### config.mk
export PLATFORM = sky130hd
export DESIGN_NAME = edge_event_arbiter
export DESIGN_NICKNAME = d
export VERILOG_FILES = /design/src/rtl/edge_event_arbiter.sv
export SDC_FILE = /design/constraint.sdc
export NUM_CORES = 1
export LEC_CHECK = 0
export BUFFER_PORTS_ARGS = -buffer_cell sky130_fd_sc_hd__buf_2
export CAP_MARGIN = 20
export CORE_MARGIN = 4
export CORE_UTILIZATION = 50
export CTS_BUF_LIST = sky130_fd_sc_hd__clkbuf_4 sky130_fd_sc_hd__clkbuf_8
export DETAILED_ROUTE_END_ITERATION = 6
export GPL_TIMING_DRIVEN = 1
export PLACE_DENSITY_LB_ADDON = 0.25
export SLEW_MARGIN = 20
export SYNTH_ARGS = -nofsm -noshare
export SYNTH_HDL_FRONTEND = slang
export SYNTH_SLANG_ARGS = --single-unit
### constraint.sdc
create_clock -name clock -period 2.05 [get_ports clock]
set_clock_uncertainty 0.2 [all_clocks]
set_input_delay 0.3075 -clock clock [delete_from_list [all_inputs] [get_ports clock]]
set_output_delay 0.3075 -clock clock [all_outputs]
set_load 0.01 [all_outputs]
### src/rtl/edge_event_arbiter.sv
// Synchronizes asynchronous request lines, turns rising edges into pending events and offers them round-robin.
// Define EDGE_EVENT_ARBITER_DEBOUNCE_EN to compile in a per-channel stable-sample debounce filter.
module edge_event_arbiter #(
    parameter int channelCount   = 4,
    parameter int stageCount     = 2,
    parameter int debounceCycles = 8
) (
    input  logic                            clock,
    input  logic                            reset,
    input  logic [channelCount-1:0]         requestIn,
    output logic                            eventValid,
    output logic [$clog2(channelCount)-1:0] eventChannel,
    output logic                            eventOverflow,
    input  logic                            eventAck,
    output logic [channelCount-1:0]         pendingOut
);

    localparam int chanW = $clog2(channelCount);

    typedef enum logic {IDLE, OFFER} state_t;

    logic [channelCount-1:0][stageCount-1:0] syncChain_q;
    logic [channelCount-1:0]                 syncLevel;
    logic [channelCount-1:0]                 detectLevel;
    logic [channelCount-1:0]                 prevLevel_q;
    logic [channelCount-1:0]                 edgeHit;
    logic [channelCount-1:0]                 pending_q, pending_d;
    logic [channelCount-1:0]                 overflow_q, overflow_d;
    state_t                                  state_q, state_d;
    logic [chanW-1:0]                        lastGrant_q, lastGrant_d;
    logic [chanW-1:0]                        offerChannel_q, offerChannel_d;
    logic                                    offerOverflow_q, offerOverflow_d;
    logic [chanW-1:0]                        candidate;
    logic [chanW-1:0]                        grantIndex;
    logic                                    grantFound;
    logic                                    ackFire;

    always_ff @(posedge clock or negedge reset) begin
        if (!reset) begin
            syncChain_q <= '0;
        end else begin
            for (int ch = 0; ch < channelCount; ch++) begin
                syncChain_q[ch] <= {syncChain_q[ch][stageCount-2:0], requestIn[ch]};
            end
        end
    end

    always_comb begin
        syncLevel = '0;
        for (int ch = 0; ch < channelCount; ch++) begin
            syncLevel[ch] = syncChain_q[ch][stageCount-1];
        end
    end

`ifdef EDGE_EVENT_ARBITER_DEBOUNCE_EN
    logic [channelCount-1:0]      filtered_q;
    logic [channelCount-1:0][7:0] debounceCount_q;

    // The filtered level only follows the synchronized level after it has differed for debounceCycles samples.
    always_ff @(posedge clock or negedge reset) begin
        if (!reset) begin
            filtered_q      <= '0;
            debounceCount_q <= '0;
        end else begin
            for (int ch = 0; ch < channelCount; ch++) begin
                if (syncLevel[ch] == filtered_q[ch]) begin
                    debounceCount_q[ch] <= 8'd0;
                end else if (debounceCount_q[ch] == 8'(debounceCycles - 1)) begin
                    filtered_q[ch]      <= syncLevel[ch];
                    debounceCount_q[ch] <= 8'd0;
                end else begin
                    debounceCount_q[ch] <= debounceCount_q[ch] + 8'd1;
                end
            end
        end
    end

    assign detectLevel = filtered_q;
`else
    assign detectLevel = syncLevel;
`endif

    assign edgeHit = detectLevel & ~prevLevel_q;
    assign ackFire = (state_q == OFFER) && eventAck;

    // An edge arriving with the acknowledge of its own channel is a fresh event, so pending survives but overflow does not.
    always_comb begin
        pending_d  = pending_q;
        overflow_d = overflow_q;
        for (int ch = 0; ch < channelCount; ch++) begin
            if (ackFire && (offerChannel_q == chanW'(ch))) begin
                pending_d[ch]  = edgeHit[ch];
                overflow_d[ch] = 1'b0;
            end else if (edgeHit[ch]) begin
                pending_d[ch]  = 1'b1;
                overflow_d[ch] = overflow_q[ch] | pending_q[ch];
            end
        end
    end

    always_comb begin
        grantFound = 1'b0;
        grantIndex = '0;
        candidate  = '0;
        for (int i = 1; i <= channelCount; i++) begin
            candidate = chanW'((int'(lastGrant_q) + i) % channelCount);
            if (!grantFound && pending_q[candidate]) begin
                grantFound = 1'b1;
                grantIndex = candidate;
            end
        end
    end

    always_ff @(posedge clock or negedge reset) begin
        if (!reset) begin
            state_q <= IDLE;
        end else begin
            state_q <= state_d;
        end
    end

    always_comb begin
        state_d = state_q;
        case (state_q)
            IDLE:    if (|pending_q) state_d = OFFER;
            OFFER:   if (eventAck)   state_d = IDLE;
            default: state_d = IDLE;
        endcase
    end

    always_comb begin
        eventValid = (state_q == OFFER);
    end

    always_comb begin
        offerChannel_d  = offerChannel_q;
        offerOverflow_d = offerOverflow_q;
        lastGrant_d     = lastGrant_q;
        if (state_q == IDLE && grantFound) begin
            offerChannel_d  = grantIndex;
            offerOverflow_d = overflow_q[grantIndex];
        end
        if (ackFire) begin
            lastGrant_d = offerChannel_q;
        end
    end

    always_ff @(posedge clock or negedge reset) begin
        if (!reset) begin
            prevLevel_q     <= '0;
            pending_q       <= '0;
            overflow_q      <= '0;
            lastGrant_q     <= chanW'(channelCount - 1);
            offerChannel_q  <= '0;
            offerOverflow_q <= 1'b0;
        end else begin
            prevLevel_q     <= detectLevel;
            pending_q       <= pending_d;
            overflow_q      <= overflow_d;
            lastGrant_q     <= lastGrant_d;
            offerChannel_q  <= offerChannel_d;
            offerOverflow_q <= offerOverflow_d;
        end
    end

    assign eventChannel  = offerChannel_q;
    assign eventOverflow = offerOverflow_q;
    assign pendingOut    = pending_q;

endmodule

* After elaboration in Yosys (flattened, before gate mapping) *
Index checks and enable logic that the tools add are counted.

cells by class
  $add $sub $neg = 4
  order comparisons = 5
  equality and inequality tests = 3
  muxes and demuxes = 37
  bitwise operators = 7
  reductions and logical operators = 18

operators by type and width
  cell                                                                          count
  1-bit two-way mux                                                             27
  2-bit by 3-bit less-than comparator with 1-bit output, second input constant  5
  1-bit binary-select mux with 2-bit select                                     5
  1-bit logical AND                                                             9
  2-bit two-way mux                                                             4
  2-bit nonzero test                                                            4
  2-bit by 1-bit adder with 2-bit output, second input constant                 2
  2-bit adder, second input constant                                            2
  4-bit bitwise AND                                                             1
  2-bit == test, second input constant                                          2
  4-bit inverter                                                                1
  1-bit bitwise OR                                                              4
  4-bit OR reduction                                                            1
  1-bit zero test                                                               3
  2-bit by 1-bit == test with 1-bit output, second input constant               1
  2-bit zero test                                                               1
  1-bit case mux with 2 select lines                                            1
  1-bit inverter                                                                1

word-level totals
  register bits = 26
  input bits = 7
  output and inout bits = 8
  word-level logic and storage cells = 91

* Depth between registers and ports, before layout *
Gate-level depths: netlist (run 1).

  word-level depth = 15
  mapped depth = 5
  gate-level depth less buffers = 5

* Least setup slack after synthesis (run 1) *
Ideal clock, no wire load.

  kind = register -> register
  start point = register lastGrant_q[0]
  end point = register offerOverflow_q (netlist: eventOverflow)
  library setup time = 0.131 ns
  arrival = 1.317 ns
  data required time = 1.719 ns
  setup slack = 0.402 ns
  stages on the path, launching flop included = 6
  buffers on the path = 0
  period minus slack after synthesis = 1.648 ns
  cells stage by stage = dfstp_2 > nand2b_1 > a21boi_2 > o31a_1 > a211oi_1 > a211oi_2

between the ends
  cells in the longest elaborated chain, start to end = 15
  elaborated cells between the ends (all ways) = 29
  classes of those cells = add/sub (4); mux (18); reduce/logical (7)

ends and longest elaborated chain
  item                                       line  RTL
  start: declaration                         30    logic [chanW-1:0] lastGrant_q, lastGrant_d;
  start signal: assignment                   153   lastGrant_q <= chanW'(channelCount - 1);
  start signal: assignment                   160   lastGrant_q <= lastGrant_d;
  2-bit by 1-bit adder with 2-bit output     106   candidate = chanW'((int'(lastGrant_q) + i) % channelCount);
  1-bit binary-select mux with 2-bit select  107   if (!grantFound && pending_q[candidate]) begin
  1-bit two-way mux (not written as such)    107
  1-bit two-way mux                          107
  1-bit zero test                            107
  1-bit logical AND                          107
  1-bit two-way mux                          107
  1-bit zero test                            107
  1-bit logical AND                          107
  1-bit two-way mux                          107
  1-bit zero test                            107
  1-bit logical AND                          107
  2-bit two-way mux                          107
  1-bit binary-select mux with 2-bit select  141   offerOverflow_d = overflow_q[grantIndex];
  1-bit two-way mux (not written as such)    141
  end signal: assignment                     162   offerOverflow_q <= offerOverflow_d;
  end: declaration                           32    logic offerOverflow_q, offerOverflow_d;

Several ways; a longest one is shown, not always the timed one. The select of a mux whose other input is x is not followed.
A chain may end at the register's enable or synchronous reset.

* Final worst setup path (run 1) *
Same ends and word-level chain as after synthesis.

==> load_flow_metrics.sql, run 1 <==
INSERT INTO impl_metrics (metric_group, metric, value, unit) VALUES
('status', 'result_of_the_run', 'finished clean', ''),
('synthesis', 'post_synth_instance_area', '1020', 'sq um'),
('critical_path', 'crit_path_max_incr_delay', '0.58', 'ns'),
('sta', 'endpoints_failing_setup', '0', ''),
('detailed_routing', 'via_count', '702', ''),
('detailed_routing', 'drcViolationCount', '0', ''),
('critical_path', 'path_cells', 'nand2b_1 > a21boi_2 > o31a_1 > a211oi_1 > a211oi_2', ''),
('power', 'share_of_total_power_in_combinational_logic', '30.6', '%'),
('synthesis', 'ys_dominant_reg_cell', 'sky130_fd_sc_hd__dfrtp_1', ''),
('critical_path', 'critical_path_launch_point_type', 'flop', ''),
('synthesis', 'post_synth_and_or_nand_nor_area_fraction', '16.0', '%'),
('critical_path', 'origin_of_the_critical_flop_to_flop_path', 'lastGrant_q[0]', ''),
('synthesis', 'syn-mean-instance-area', '12.2', 'sq um'),
('clocking', 'worstSkewPairLatency', '0.31', 'ns'),
('sta', 'timing.final.ws_setup', '0.307', 'ns'),
('critical_path', 'r2r.worst_path.cells', '5', ''),
('sta', 'timing_hold_violations_final', '0', ''),
('global_route', 'global_route.overflow_total', '0', ''),
('power', 'clock_power_share', '16.3', '%'),
('synthesis', 'yosysWarningCount', '0', ''),
('clocking', 'cts.reportedPaths.clkPinSlew', '0.13', 'ns'),
('critical_path', 'timing_worst_setup_path_type', 'reg -> reg', ''),
('critical_path', 'reg2reg_to', 'eventOverflow', ''),
('floorplanning', 'die_area', '2840', 'sq um'),
('power', 'internal-power', '0.995', 'mW'),
('detailed_routing', 'detail_route.wirelength', '1760', 'um'),
('global_route', 'grt_pass1_wl', '3100', 'um'),
('synthesis', 'post_synth_mux_area_share', '3.05', '%'),
('critical_path', 'cp_endpoint', 'eventOverflow', ''),
('finish', 'num-nets-final', '115', ''),
('power', 'peakVddDrop', '0.616', 'mV'),
('power', 'p_seq_share', '53.1', '%'),
('floorplanning', 'die_y', '53.3', 'um'),
('synthesis', 'synth_top_family_by_area', 'simple AND/OR/NAND/NOR gates', ''),
('critical_path', 'worstPathBufferInverterCount', '0', ''),
('floorplanning', 'initial_core_util', '52.2', '%'),
('critical_path', 'r2r_slack', '0.31', 'ns'),
('finish', 'area_growth_syn_to_layout', '18.8', '%'),
('floorplanning', 'placeableCoreArea', '1960', 'sq um'),
('sta', 'grt_setup_unrepaired', 'false', ''),
('power', 'p_total', '1.54', 'mW'),
('placed_design', 'dp_slack', '0.312', 'ns'),
('sta', 'timing.fmax', '574', 'MHz'),
('synthesis', 'synth_xor_xnor_area_share', '0', '%'),
('global_route', 'globalRouteTotalUtil', '15.6', '%'),
('clocking', 'cts_tree', 'done', ''),
('power', 'power.switching', '0.542', 'mW'),
('placed_design', 'dp.final_hpwl', '1280', 'um'),
('critical_path', 'worst-endpoint-required', '2.06', 'ns'),
('clocking', 'tritoncts_num_sinks', '26', ''),
('critical_path', 'crit_cells', '5', ''),
('detailed_routing', 'via_per_inst', '5.24', ''),
('global_route', 'antenna_violations_before_repair', '0', ''),
('synthesis', 'area_fraction_in_compound_gates_after_synthesis', '14.3', '%'),
('synthesis', 'postSynthCellCount', '84', ''),
('sta', 'hold_ws', '0.165', 'ns'),
('synthesis', 'mappedNetlistNets', '91', ''),
('detailed_routing', 'route.antenna.remaining_nets', '0', ''),
('critical_path', 'cell_family_with_the_largest_share_of_critical_path_delay', 'compound AO/OA/AOI/OAI gates', ''),
('job', 'maxCapViolCount', '0', ''),
('placed_design', 'globalplace.congestion', '0.783', ''),
('clocking', 'ctsLongestPathBuffers', '2', ''),
('floorplanning', 'die_width', '53.3', 'um'),
('floorplanning', 'design.portCount', '15', ''),
('detailed_routing', 'dr.pass1.iters', '4', ''),
('sta', 'finalCriticalPeriod', '1.74', 'ns'),
('clocking', 'clock-root-buffer', 'sky130_fd_sc_hd__clkbuf_4', ''),
('global_route', 'maximum_number_of_pins_on_one_net_before_global_route_repair', '27', ''),
('finish', 'finish.utilization', '62.1', '%'),
('detailed_routing', 'drt-wirelength-per-cell', '13.1', 'um'),
('sta', 'timing.final.max_slew_violations', '0', '');
flip-flops by register name, indices dropped and copies added, names as in the netlist:
signal	flops
detectLevel	4
eventOverflow	1
eventValid	1
pendingOut	4
prevLevel_q	4
eventChannel	2
syncChain_q	4
lastGrant_q	2
overflow_q	4
logic make-up after synthesis:
group,count (synthesis)
multiplexers,3
buffers and inverters,7
flip-flops,26
AO/OA/AOI/OAI,19
AND/OR/NAND/NOR,29
how the worst min path moves through the flow:
| stage | startpoint | endpoint | slack (ns) | depth (start not counted) |
|---|---|---|---|---|
| after CTS | syncChain_q[2] | detectLevel[1] | 0.17 | 0 |
| after detailed placement | reset | pendingOut[1] | 0.13 | 1 |
| after global routing | syncChain_q[2] | detectLevel[1] | 0.17 | 0 |
| after global placement | reset | pendingOut[1] | 0.13 | 1 |
| final | syncChain_q[2] | detectLevel[1] | 0.17 | 0 |
| after floorplan | reset | detectLevel[0] | -0.19 | 0 |
stage by stage:
step | area [sq um] | std cells
floorplan | 1020 | 84
global placement | 1120 | 124
detailed placement | 1120 | 124
CTS | 1220 | 134
global route | 1220 | 134
finish | 1220 | 134
cell usage after synthesis, types with 2 or more instances:
cell type                   number  area, sq um
sky130_fd_sc_hd__dfrtp_1        24          601
sky130_fd_sc_hd__mux2i_1         2         20.0
sky130_fd_sc_hd__o21a_1          2         15.0
sky130_fd_sc_hd__o2bb2ai_1       2         17.5
sky130_fd_sc_hd__dfstp_2         2         52.6
sky130_fd_sc_hd__o21ai_0         2         10.0
sky130_fd_sc_hd__a31oi_1         3         18.8
sky130_fd_sc_hd__a21oi_1         2         10.0
sky130_fd_sc_hd__a211oi_1        2         15.0
sky130_fd_sc_hd__nand2_1         6         22.5
sky130_fd_sc_hd__nor2_1          9         33.8
sky130_fd_sc_hd__nor3b_1         2         15.0
sky130_fd_sc_hd__inv_1           6         22.5
sky130_fd_sc_hd__nand2b_1        5         31.3
worst register-to-register path: cells and delay by family (launching register included):
family	cells	cell delay, ns
compound gates	4	0.71
flops	1	0.58
simple gates	1	0.15
routing by layer:
| layer | global-route usage, % | up-vias | share of wire, % |
|---|---|---|---|
| li1 | - | 337 | - |
| met1 | 18.9 | 343 | 45 |
| met2 | 25.3 | 17 | 48 |
| met3 | 3.38 | 5 | 4.2 |
| met4 | 9.36 | 0 | 2.4 |
| met5 | 0 | - | 0 |
layout make-up:
type / instances / area, sq um
clock buffers: 4 / 36.3
well taps: 27 / 33.8
fillers: 171 / 744
inverters: 6 / 22.5
flip-flops and latches: 26 / 653
multi-input cells: 51 / 342
repair buffers: 20 / 130
cells in the final DEF (no fill, tap or decap), drive strengths merged, types with 2 or more instances in the layout:
cell	synthesis	final
nor3b	2	2
o2bb2ai	2	2
nand2b	5	5
inv	6	6
dfrtp	24	24
o21ai	2	2
a211oi	3	3
buf	1	14
dfstp	2	2
nor2	9	9
clkbuf	0	4
nand2	6	6
mux2i	2	2
nor3	3	3
o21a	2	2
dlygate4sd3	0	6
a31oi	3	3
a21oi	3	3
power by group through the flow:
stage	Sequential [mW]	Clock [mW]	Combinational (mW)
floorplan	0.805	0	0.321
global placement	0.816	0	0.456
detailed placement	0.826	0	0.467
CTS	0.814	0.260	0.479
global route	0.839	0.283	0.530
finish	0.816	0.250	0.471
repair_timing:
item	4_1_cts	5_1_grt
buffers inserted	0	0
resized for setup	0	0
hold buffers	6	0
endpoints found under the hold margin	29	0
(Power assumes the default switching activity.)
==> inputs of run 2 (changes only) <==
--- a/config.mk
+++ b/config.mk
@@ -7,8 +7,10 @@
 export LEC_CHECK = 0
 export BUFFER_PORTS_ARGS = -buffer_cell sky130_fd_sc_hd__buf_2
 export CAP_MARGIN = 20
+export CELL_PAD_IN_SITES_DETAIL_PLACEMENT = 1
+export CELL_PAD_IN_SITES_GLOBAL_PLACEMENT = 2
 export CORE_MARGIN = 4
-export CORE_UTILIZATION = 50
+export CORE_UTILIZATION = 38
 export CTS_BUF_LIST = sky130_fd_sc_hd__clkbuf_4 sky130_fd_sc_hd__clkbuf_8
 export DETAILED_ROUTE_END_ITERATION = 6
 export GPL_TIMING_DRIVEN = 1
==> run 2 against run 1 <==
Effect of this change:
- final cell count grew 2.2%
- wire length grew 18%
- combinational power grew 2%
- via count grew 0.71%
- global-route usage shrank 1.3 points
- worst hold slack lost 0.15 ns
- sequential share of layout area shrank 0.055 points
- design area grew 0.10%
- register-to-register slack gained 0.02 ns
- non-clock buffer count is the same
==> load_flow_metrics.sql, run 2 (synthesis gave the netlist of run 1 again) <==
INSERT INTO impl_metrics (metric_group, metric, value, unit) VALUES
('status', 'result_of_the_run', 'finished clean', ''),
('clocking', 'cts-buffers-inserted', '3', ''),
('finish', 'final_layout_size_suffix_gt1_share', '25.2', '%'),
('placed_design', 'globalplace.congestion', '0.734', ''),
('detailed_routing', 'detail_route.iter0.violations', '8', ''),
('detailed_routing', 'dr.pass1.iters', '2', ''),
('sta', 'totalNegativeSetupSlack', '0', 'ns'),
('clocking', 'worstSkewPairLatency', '0.31', 'ns'),
('global_route', 'maximum_number_of_pins_on_one_net_before_global_route_repair', '27', ''),
('detailed_routing', 'via_per_inst', '5.16', ''),
('floorplanning', 'placement_rows', '18', ''),
('critical_path', 'timing_worst_setup_path_type', 'reg -> reg', ''),
('sta', 'timing.fmax', '580', 'MHz'),
('min_path', 'worst_hold_check_path_type', 'in -> reg', ''),
('global_route', 'globalRouteTotalUtil', '14.4', '%'),
('clocking', 'tritoncts_num_sinks', '26', ''),
('critical_path', 'setup.worst_path.end_class', 'flop', ''),
('job', 'maxCapViolCount', '0', ''),
('global_route', 'first_global_vias', '780', ''),
('detailed_routing', 'drcViolationCount', '0', ''),
('power', 'leakage', '0.539', 'nW'),
('detailed_routing', 'route.antenna.remaining_nets', '0', ''),
('clocking', 'ctsLongestPathBuffers', '2', ''),
('detailed_routing', 'drt-wirelength-per-cell', '15.2', 'um'),
('floorplanning', 'placeableCoreArea', '2520', 'sq um'),
('placed_design', 'port-buffer-count', '14', ''),
('detailed_routing', 'detail_route.wirelength', '2080', 'um'),
('floorplanning', 'die_y', '59.9', 'um'),
('global_route', 'grt_pass1_wl', '3720', 'um'),
('sta', 'grt_setup_unrepaired', 'false', ''),
('finish', 'area_growth_syn_to_layout', '18.9', '%'),
('clocking', 'cts_tree', 'done', ''),
('sta', 'final.period_utilization', '84.0', '%'),
('power', 'peakVddDrop', '0.644', 'mV'),
('finish', 'ant_diodes', '0', ''),
('detailed_routing', 'via_count', '707', ''),
('global_route', 'antenna_violations_before_repair', '0', ''),
('clocking', 'ctsHtreeMaxLevel', '1', ''),
('power', 'power.density', '1270', 'nW/um^2'),
('floorplanning', 'die_width', '59.9', 'um'),
('placed_design', 'dp.final_hpwl', '1630', 'um'),
('sta', 'transition_time_at_the_pin_with_the_least_slew_margin', '0.554', 'ns'),
('finish', 'num-nets-final', '115', ''),
('clocking', 'post-cts-setup-buffers', '0', ''),
('floorplanning', 'die_area', '3590', 'sq um'),
('clocking', 'cts.reportedPaths.clkPinSlew', '0.13', 'ns'),
('critical_path', 'worst-endpoint-required', '2.05', 'ns'),
('critical_path', 'critical_path_launch_point_type', 'flop', ''),
('finish', 'n_fill_cell', '275', ''),
('sta', 'timing.final.max_slew_violations', '0', ''),
('sta', 'endpoints_failing_setup', '0', ''),
('finish', 'layout.cells.most_common_list', 'sky130_fd_sc_hd__dfrtp_1 (24), sky130_fd_sc_hd__buf_2 (14), sky130_fd_sc_hd__nor2_1 (9), sky130_fd_sc_hd__inv_1 (6), sky130_fd_sc_hd__nand2_1 (6)', ''),
('sta', 'timing_hold_violations_final', '0', ''),
('clocking', 'clock-root-buffer', 'sky130_fd_sc_hd__clkbuf_4', ''),
('critical_path', 'timing.critical_path.arrival', '1.73', 'ns'),
('sta', 'max-slew-margin-rel', '63.1', '%'),
('sta', 'finalCriticalPeriod', '1.72', 'ns'),
('floorplanning', 'initial_core_util', '40.6', '%'),
('global_route', 'global_route.overflow_total', '0', ''),
('floorplanning', 'design.portCount', '15', ''),
('finish', 'layout.cells.most_common', 'sky130_fd_sc_hd__dfrtp_1', ''),
('critical_path', 'crit_fanout', '5', ''),
('clocking', 'cts_resized', '0', ''),
('power', 'p_total', '1.55', 'mW');
==> run 2: final timing paths <==
path	from	endpoint	slack, ns	depth (start not counted)
max	lastGrant_q[0]	eventOverflow	0.33	5
min	eventAck	eventValid	0.01	2
max reg2reg	lastGrant_q[0]	eventOverflow	0.33	5
min reg2reg	syncChain_q[4]	detectLevel[2]	0.17	0
max in group asynchronous	reset	lastGrant_q[1]	0.96	2
min in group asynchronous	reset	eventOverflow	0.31	2
==> run 2: power breakdown <==
group | leakage [nW] | total (mW) | switching [mW] | internal, mW
combinational | 0.230 | 0.482 | 0.247 | 0.235
clock | 0.0210 | 0.249 | 0.141 | 0.108
sequential | 0.287 | 0.818 | 0.168 | 0.650
total | 0.539 | 1.55 | 0.555 | 0.994
==> run 2: layout make-up <==
class                           instances  area (sq um)  area share (%)
Clock buffer                            4          36.3            2.98
Inverter                                6          22.5            1.85
Timing Repair Buffer                   20           128            10.5
Tap cell                               30          37.5            3.08
Sequential cell                        26           653            53.6
Multi-Input combinational cell         51           342            28.0
==> run 2: what timing repair did <==
item                                   4_1_cts  5_1_grt
setup endpoints to repair                    0        0
endpoints found under the hold margin       28        0
hold buffers                                 5        0
==> run 2: critical path: stages, from the launching register on <==
cell	delay (ns)
sky130_fd_sc_hd__dfstp_2	0.58
sky130_fd_sc_hd__nand2b_1	0.14
sky130_fd_sc_hd__a21boi_2	0.09
sky130_fd_sc_hd__nor3_4	0.23
sky130_fd_sc_hd__mux2i_1	0.27
sky130_fd_sc_hd__a211oi_2	0.10
==> run 2: through the flow <==
stage	worst slack, ns	utilization (%)	instances	area, sq um	hold WS (ns)
3_3_place_gp	0.345	44.9	128	1130	0.132
4_1_cts	0.282	48.3	137	1220	0.00376
5_1_grt	0.204	48.3	137	1220	0.00485
3_5_place_dp	0.302	44.9	128	1130	0.132
2_1_floorplan	0.402	-	84	1020	-0.188
6_report	0.327	48.3	137	1220	0.0119
==> run 2: metal layers <==
| layer | GRT usage, % | up-vias | part of all wire, % |
|---|---|---|---|
| met5 | 0 | - | 0 |
| met4 | 5.70 | 0 | 0.72 |
| met3 | 1.94 | 2 | 3.3 |
| met2 | 24.8 | 10 | 51 |
| met1 | 18.0 | 355 | 45 |
| li1 | - | 340 | - |
